`config.mk`:
```
export PLATFORM = sky130hd
export DESIGN_NAME = vehicle_lamp_driver
export DESIGN_NICKNAME = d
export VERILOG_FILES = /design/src/rtl/vehicle_lamp_driver.sv
export SDC_FILE = /design/constraint.sdc
export NUM_CORES = 1
export LEC_CHECK = 0
export CORE_ASPECT_RATIO = 0.9
export CORE_MARGIN = 2
export CORE_UTILIZATION = 64
export CTS_BUF_LIST = sky130_fd_sc_hd__clkbuf_8
export DETAILED_ROUTE_END_ITERATION = 10
export DONT_BUFFER_PORTS = 1
export PLACE_DENSITY = 0.91
export REMOVE_ABC_BUFFERS = 1
export SKIP_CTS_REPAIR_TIMING = 1
export SLEW_MARGIN = 25
export SYNTH_ARGS = -nofsm -noshare
export SYNTH_HDL_FRONTEND = slang
export SYNTH_SLANG_ARGS = --single-unit
```
`constraint.sdc`:
```
create_clock -name clock -period 2.68 [get_ports clock]
set_clock_uncertainty 0.1 [all_clocks]
set_input_delay 0.268 -clock clock [delete_from_list [all_inputs] [get_ports clock]]
set_output_delay 0.268 -clock clock [all_outputs]
set_load 0.005 [all_outputs]
```
`src/rtl/vehicle_lamp_driver.sv`:
```
// Exterior lamp driver: welcome/run/farewell sequencing, turn blink generator, flash counter.
// Optional feature macro HAZARD_EN: turn code 2'b10 blinks both turn lamps in phase.
module vehicle_lamp_driver #(
    parameter int BLINK_HALF_PERIOD = 4,
    parameter int WELCOME_CYCLES    = 8,
    parameter int FAREWELL_CYCLES   = 6
) (
    input  logic       clock,
    input  logic       _reset_n,
    input  logic [1:0] _gearState,
    input  logic [1:0] _turnState,
    output logic       _leftLamp,
    output logic       _rightLamp,
    output logic       _reverseLamp,
    output logic       _parkLamp,
    output logic [1:0] _lampState,
    output logic [7:0] _blinkCount
);

    localparam int SEQ_MAX = (WELCOME_CYCLES > FAREWELL_CYCLES) ? WELCOME_CYCLES : FAREWELL_CYCLES;
    localparam int SEQ_W   = $clog2(SEQ_MAX);
    localparam int PHASE_W = $clog2(BLINK_HALF_PERIOD);

    localparam logic [SEQ_W-1:0]   WELCOME_LAST  = SEQ_W'(WELCOME_CYCLES - 1);
    localparam logic [SEQ_W-1:0]   FAREWELL_LAST = SEQ_W'(FAREWELL_CYCLES - 1);
    localparam logic [PHASE_W-1:0] PHASE_LAST    = PHASE_W'(BLINK_HALF_PERIOD - 1);

    localparam logic [1:0] GEAR_LOCK    = 2'b00;
    localparam logic [1:0] GEAR_PARKING = 2'b01;
    localparam logic [1:0] GEAR_REVERSE = 2'b10;

    localparam logic [1:0] TURN_NONE   = 2'b00;
    localparam logic [1:0] TURN_LEFT   = 2'b01;
    localparam logic [1:0] TURN_HAZARD = 2'b10;
    localparam logic [1:0] TURN_RIGHT  = 2'b11;

    typedef enum logic [1:0] {
        ST_OFF      = 2'b00,
        ST_WELCOME  = 2'b01,
        ST_RUN      = 2'b10,
        ST_FAREWELL = 2'b11
    } lamp_state_e;

    function automatic logic [7:0] sat_inc8(input logic [7:0] value);
        logic [7:0] result;
        if (value == 8'hFF) begin
            result = value;
        end else begin
            result = value + 8'd1;
        end
        return result;
    endfunction

    lamp_state_e        state_q, state_d;
    logic [SEQ_W-1:0]   seq_q, seq_d;
    logic [PHASE_W-1:0] phase_q, phase_d;
    logic               blink_q, blink_d;
    logic [1:0]         prev_turn_q, prev_turn_d;
    logic [7:0]         blink_count_q, blink_count_d;
    logic               left_lamp_q, left_lamp_d;
    logic               right_lamp_q, right_lamp_d;
    logic               reverse_lamp_q, reverse_lamp_d;
    logic               park_lamp_q, park_lamp_d;

    logic [1:0]         turn_eff_s;
    logic               turn_active_s;
    logic               turn_change_s;
    logic               left_sel_s;
    logic               right_sel_s;

    // Turn code mapping; without hazard support 2'b10 collapses to no-turn.
    always_comb begin
`ifdef HAZARD_EN
        turn_eff_s = _turnState;
`else
        if (_turnState == TURN_HAZARD) begin
            turn_eff_s = TURN_NONE;
        end else begin
            turn_eff_s = _turnState;
        end
`endif
        turn_active_s = (turn_eff_s != TURN_NONE);
        turn_change_s = (turn_eff_s != prev_turn_q);
        left_sel_s    = (turn_eff_s == TURN_LEFT)  || (turn_eff_s == TURN_HAZARD);
        right_sel_s   = (turn_eff_s == TURN_RIGHT) || (turn_eff_s == TURN_HAZARD);
    end

    // Sequencing FSM next-state and welcome/farewell timer.
    always_comb begin
        state_d = state_q;
        seq_d   = {SEQ_W{1'b0}};
        case (state_q)
            ST_OFF: begin
                if (_gearState != GEAR_LOCK) begin
                    state_d = ST_WELCOME;
                end else begin
                    state_d = ST_OFF;
                end
            end
            ST_WELCOME: begin
                if (_gearState == GEAR_LOCK) begin
                    state_d = ST_OFF;
                end else if (seq_q == WELCOME_LAST) begin
                    state_d = ST_RUN;
                end else begin
                    seq_d = seq_q + {{(SEQ_W-1){1'b0}}, 1'b1};
                end
            end
            ST_RUN: begin
                if (_gearState == GEAR_LOCK) begin
                    state_d = ST_FAREWELL;
                end else begin
                    state_d = ST_RUN;
                end
            end
            ST_FAREWELL: begin
                if (_gearState != GEAR_LOCK) begin
                    state_d = ST_WELCOME;
                end else if (seq_q == FAREWELL_LAST) begin
                    state_d = ST_OFF;
                end else begin
                    seq_d = seq_q + {{(SEQ_W-1){1'b0}}, 1'b1};
                end
            end
            default: begin
                state_d = ST_OFF;
            end
        endcase
    end

    // Blink generator; RUN entry counts as a turn change so the blink restarts lit.
    always_comb begin
        phase_d       = {PHASE_W{1'b0}};
        blink_d       = 1'b0;
        blink_count_d = 8'd0;
        prev_turn_d   = turn_eff_s;
        if (state_d == ST_RUN) begin
            if ((state_q != ST_RUN) || turn_change_s) begin
                blink_d = turn_active_s;
            end else if (turn_active_s) begin
                if (phase_q == PHASE_LAST) begin
                    blink_d = ~blink_q;
                    if (blink_q) begin
                        blink_count_d = sat_inc8(blink_count_q);
                    end else begin
                        blink_count_d = blink_count_q;
                    end
                end else begin
                    phase_d       = phase_q + {{(PHASE_W-1){1'b0}}, 1'b1};
                    blink_d       = blink_q;
                    blink_count_d = blink_count_q;
                end
            end else begin
                blink_count_d = blink_count_q;
            end
        end else begin
            blink_count_d = 8'd0;
        end
    end

    // Lamp outputs follow the state being entered on this edge.
    always_comb begin
        left_lamp_d    = 1'b0;
        right_lamp_d   = 1'b0;
        reverse_lamp_d = 1'b0;
        park_lamp_d    = 1'b0;
        case (state_d)
            ST_OFF: begin
                park_lamp_d = 1'b0;
            end
            ST_WELCOME: begin
                left_lamp_d  = 1'b1;
                right_lamp_d = 1'b1;
            end
            ST_RUN: begin
                park_lamp_d    = (_gearState == GEAR_PARKING);
                reverse_lamp_d = (_gearState == GEAR_REVERSE);
                left_lamp_d    = blink_d && left_sel_s;
                right_lamp_d   = blink_d && right_sel_s;
            end
            ST_FAREWELL: begin
                park_lamp_d = 1'b1;
            end
            default: begin
                park_lamp_d = 1'b0;
            end
        endcase
    end

    // State, counters and registered lamp outputs.
    always_ff @(posedge clock or negedge _reset_n) begin
        if (!_reset_n) begin
            state_q        <= ST_OFF;
            seq_q          <= {SEQ_W{1'b0}};
            phase_q        <= {PHASE_W{1'b0}};
            blink_q        <= 1'b0;
            prev_turn_q    <= 2'b00;
            blink_count_q  <= 8'd0;
            left_lamp_q    <= 1'b0;
            right_lamp_q   <= 1'b0;
            reverse_lamp_q <= 1'b0;
            park_lamp_q    <= 1'b0;
        end else begin
            state_q        <= state_d;
            seq_q          <= seq_d;
            phase_q        <= phase_d;
            blink_q        <= blink_d;
            prev_turn_q    <= prev_turn_d;
            blink_count_q  <= blink_count_d;
            left_lamp_q    <= left_lamp_d;
            right_lamp_q   <= right_lamp_d;
            reverse_lamp_q <= reverse_lamp_d;
            park_lamp_q    <= park_lamp_d;
        end
    end

    assign _leftLamp    = left_lamp_q;
    assign _rightLamp   = right_lamp_q;
    assign _reverseLamp = reverse_lamp_q;
    assign _parkLamp    = park_lamp_q;
    assign _lampState   = state_q;
    assign _blinkCount  = blink_count_q;

endmodule

```
# Word-level counts from Yosys, hierarchy flattened
# Index checks and enable logic that the tools add are counted.
# word_totals
ff_bits,22
latch_bits,0
ramBits,0
romBits,0
inputBits,6
output_inout_bits,14
elab_cells,77
n_memories,0
# op_classes
addsub,3
multipliers,0
div,0
magnitude_cmp,0
eq_ne,22
shift,0
n_mux,31
n_bitwise,1
reduce_logical,10
# op_table
cell,count
$mux 8,6
$eq 2x2->1 const B,9
$mux 2,9
$mux 3,4
$add 8x1->8 const B,1
$eq 2x1->1 const B,4
$eq 8x8->1 const B,1
$pmux 2 s4,1
$mux 1,7
$eq 3x3->1 const B,2
$ne 3x2->1 const B,2
$pmux 1 s2,3
$pmux 3 s2,1
$logic_not 2->1,2
$reduce_and 4->1,1
$reduce_bool 2->1,2
$add 3x1->3 const B,1
$logic_or 1x1->1,3
$ne 3x1->1 const B,1
$ne 3x3->1 const B,1
$add 2x1->2 const B,1
$logic_and 1x1->1,2
$ne 2x2->1,1
$ne 2x2->1 const B,1
$not 1->1,1

# Logic depth before layout (Yosys ltp)
# depth
ltp_word,8
mapped_depth,11
mapped_depth_nobuf,11

# Worst setup path after synthesis
# OpenSTA, ideal clock, no wires.
# synth_path
path_kind,register to register
from,register seq_q[1]
to,register left_lamp_q (netlist: _leftLamp)
setup_time_ps,71
arrival_time_ps,1761
t_required_ps,2509
setup_slack_ps,747
path_stages_with_launch,12
n_path_buf,0
period_less_slack_ps,1933
path_cell_list,dfrtp_1 -> inv_1 -> ha_1 -> nand2_1 -> o32ai_1 -> nand2_1 -> o311ai_0 -> ha_1 -> nand2_1 -> a41oi_1 -> a21oi_1 -> nor2_1
# synth_via
elab_chain_len,8
word_cells_on_any_way,12
classes_between,eq/ne (4); mux (7); reduce/logical (1)
# synth_rtl
item,line,text
from (decl),55,"logic [SEQ_W-1:0] seq_q, seq_d;"
from (signal assigned),194,seq_q <= {SEQ_W{1'b0}};
from (signal assigned),205,seq_q <= seq_d;
"$eq 3x3->1, on equally long branches","119, 103",
"$mux 2, on equally long branches","119, 103",
"$mux 2, on equally long branches","117, 101",
$pmux 2 s4 *,92,case (state_q)
$eq 2x2->1 *,137,if (state_d == ST_RUN) begin
$mux 1 *,137,
named net blink_d,57,"logic blink_q, blink_d;"
$logic_and 1x1->1 *,178,left_lamp_d = blink_d && left_sel_s;
$pmux 1 s2 *,167,case (state_d)
named net left_lamp_d,60,"logic left_lamp_q, left_lamp_d;"
to (signal assigned),210,left_lamp_q <= left_lamp_d;
to (decl),60,
# Mark *: on every way through the listed nets, which the timed path passes. The rest lies on a longest branch.
# A chain may end at the register's enable or synchronous reset.

# Worst setup path in the final report
# layout_path
from,register seq_q[1]
to,register right_lamp_q (netlist: _rightLamp)
# layout_via
elab_chain_len,8
word_cells_on_any_way,12
classes_between,eq/ne (4); mux (7); reduce/logical (1)
# layout_rtl
item,line,text
"$eq 3x3->1, on equally long branches","119, 103",
"$mux 2, on equally long branches","119, 103",
"$mux 2, on equally long branches","117, 101",
$pmux 2 s4 *,92,
$eq 2x2->1 *,137,
$mux 1 *,137,
named net blink_d,57,
$logic_and 1x1->1 *,179,right_lamp_d = blink_d && right_sel_s;
$pmux 1 s2 *,167,
named net right_lamp_d,61,"logic right_lamp_q, right_lamp_d;"
to (signal assigned),211,right_lamp_q <= right_lamp_d;
to (decl),61,
# Marks and branches as above.

==> flow_metrics.tcl <==
set metrics [dict create \
    syn_inst 111 \
    gp_congestion 0.787 \
    fin_crit_sh_pct 81.0 \
    max_stage_delay_ns 0.41 \
    synth_commonest_cells "22 x dfrtp_1, 11 x nor2_1, 10 x nand2_1" \
    area_growth_pct 9.33 \
    core_area_um2 1700 \
    tightest_slew_ns 0.410 \
    yosysMostFrequentCell "dfrtp_1" \
    met2_usage_pct 33.8 \
    synth_warnings 0 \
    hold_class "in -> reg" \
    start_util_pct 69.4 \
    postPlaceCellArea_um2 1190 \
    die_y_um 44.7 \
    tns_ns 0 \
    io_pins 20 \
    endpoint_kind "flop" \
    clockBufferDepth 2 \
    final_area_um2 1290 \
    cp_num_buf_inv 1 \
    cts_tree "built" \
    finalCriticalPeriod_ns 2.17 \
    ys_seq_area_share_pct 46.7 \
    wl_per_cell_um 15.4 \
    grt_pass1_wl_mm 3.71 \
    rsz0062_at_grt "false" \
    netlist.area_leader.share_pct 46.7 \
    worstPathArrival_ns 2.27 \
    synth-xor-area-share_pct 3.71 \
    worst_path_most_repeated_cell "nand2_1" \
    leakage_nw 0.571 \
    maxCapViolCount 0 \
    post-route-drc-count 0 \
    cp_max_fo 4 \
    synthSimpleGateAreaFrac_pct 21.3 \
    cts_made_buffers 3 \
    required_ns 2.78 \
    drv_slew 0 \
    synth_area_um2 1180 \
    antenna_cells 0 \
    grt_max_degree 23 \
    cts_sinks 22 \
    grt_use_met1_pct 29.6 \
    avgSynthCellArea_um2 10.6 \
    drive_gt1_share_pct 9.57 \
    routed_wl_mm 2.14 \
    avgViaCountPerCell 6.37 \
    synth-seq-cells 22 \
    met3_usage_pct 7.95 \
    vias 886 \
    powerDensity_nw_per_um2 539 \
    critPathLaunchType "flop" \
    hold_slack_ns 0.0163 \
    max_freq_mhz 461 \
    clk_pin_slew_ns 0.07 \
    dp_hpwl_mm 1.53 \
    synth_top_family_by_area "simple AND/OR/NAND/NOR gates" \
    status "completed" \
    cp_cell_sequence "inv_1 -> ha_1 -> nand2_1 -> o32ai_1 -> nand2_1 -> o311ai_0 -> ha_1 -> nand2_1 -> a41oi_1 -> a21oi_1 -> nor2_1" \
    crit_type "reg -> reg" \
    std_cell_rows 14 \
    finalSetupViolCount 0 \
    synth_area_leaders "dfrtp_1 47%, ha_1 9.5%, nor2_1 3.5%, nand2_1 3.2%, a21oi_1 2.5%" \
    maxSlewHeadroom_pct 72.6 \
    grt_pass1_vias 833 \
    htreeDepth 1 \
    synth_compound_area_share_pct 15.1 \
    drtIter0Drc 21 \
    ant_nets 0 \
    ys.flop_type "dfrtp_1" \
    hold_violations 0 \
    num-fill-cells 119 \
    async_flop_share_pct 100 \
    clock_latency_ns 0.26 \
    first_pass_iters 5 \
    synth-edff-count 0 \
    track_usage_pct 23.0 \
    cts_root_buf "clkbuf_8" \
    port_buffers 0 \
    critPathTopFamily "compound AO/OA/AOI/OAI gates" \
    antenna_found_initial 0 \
    nets 131 \
    fp.dieW_um 49.3 \
    cp_slowest_cell "dfrtp_1" \
    synthMuxAreaShare_pct 0.848 \
    synth_cell_types 40 \
    synth_fa_ha_area_share_pct 9.54 \
    die_area_um2 2200 \
    top_usage_layer "met2" \
    vdd_drop_max_mv 0.451 \
    synth_top_area_cell "dfrtp_1" \
    grt_overflow_total 0 \
]
## final cells by class
class / instances / area, um2 / share of cell area (%)
multi-input cells: 81 / 596 / 46.2
flip-flops and latches: 22 / 551 / 42.7
clock buffers: 4 / 55.1 / 4.27
repair buffers: 3 / 40.0 / 3.10
well taps: 24 / 30.0 / 2.33
inverters: 5 / 18.8 / 1.45
## cell families after synthesis
| family | after synthesis |
|---|---|
| AO/OA/AOI/OAI | 25 |
| XOR/XNOR | 5 |
| adder cells (fa/ha/maj) | 9 |
| buffers and inverters | 8 |
| flip-flops | 22 |
| multiplexers | 1 |
| AND/OR/NAND/NOR | 41 |
## metrics by stage
| step | setup WS [ns] | utilization [%] | std cells | power [W] |
|---|---|---|---|---|
| after floorplan | 0.747 | - | 108 | 0.000436 |
| after global placement | 0.606 | 70.3 | 132 | 0.000448 |
| after detailed placement | 0.507 | 70.3 | 132 | 0.000454 |
| after CTS | 0.495 | 73.6 | 136 | 0.000688 |
| after global routing | 0.206 | 75.9 | 139 | 0.000731 |
| final | 0.509 | 75.9 | 139 | 0.000696 |
## where the power goes
part           internal [W]   total, W  leakage, nW  switching [W]
clock              0.000131   0.000234       0.0288       0.000103
combinational     0.0000390  0.0000811        0.249      0.0000422
sequential         0.000357   0.000381        0.292      0.0000240
## placed cells by master, fill, tap and decap left out, drive strengths merged, types with 2 or more instances in the layout
cell type	count
dfrtp	22
nor2	11
nand2	10
ha	9
a21oi	6
inv	5
o21ai	5
clkbuf	4
and3	4
xnor2	3
nand3	3
and2	2
nor3	2
nor4b	2
or3	2
xor2	2
dlygate4sd3	2
nand4	2
## final timing paths
path	start	to	slack (ns)	cells after the start
max in group asynchronous	_reset_n	_rightLamp	2.02	2
worst min register to register	phase_q[0]	phase_q[0]	0.38	1
worst min-delay path	_turnState[0]	phase_q[1]	0.02	2
worst max-delay path	seq_q[1]	_rightLamp	0.51	11
min in group asynchronous	_reset_n	_blinkCount[7]	0.33	2
worst max register to register	seq_q[1]	_rightLamp	0.51	11
## flip-flops by register name, summed over array words and instances, names as in the netlist
register,count
_leftLamp,1
blink_q,1
_lampState,2
_rightLamp,1
_parkLamp,1
_blinkCount,8
_reverseLamp,1
prev_turn_q,2
phase_q,2
seq_q,3
## routing by layer
metal  routed length [um]  up-vias  share of wire (%)
li1                     -      410                  -
met1                  943      429                 44
met2                 1010       42                 47
met3                  140        5                6.6
met4                   42        0                2.0
met5                    0        -                  0
No activity file was read; power rests on OpenSTA's default activity.
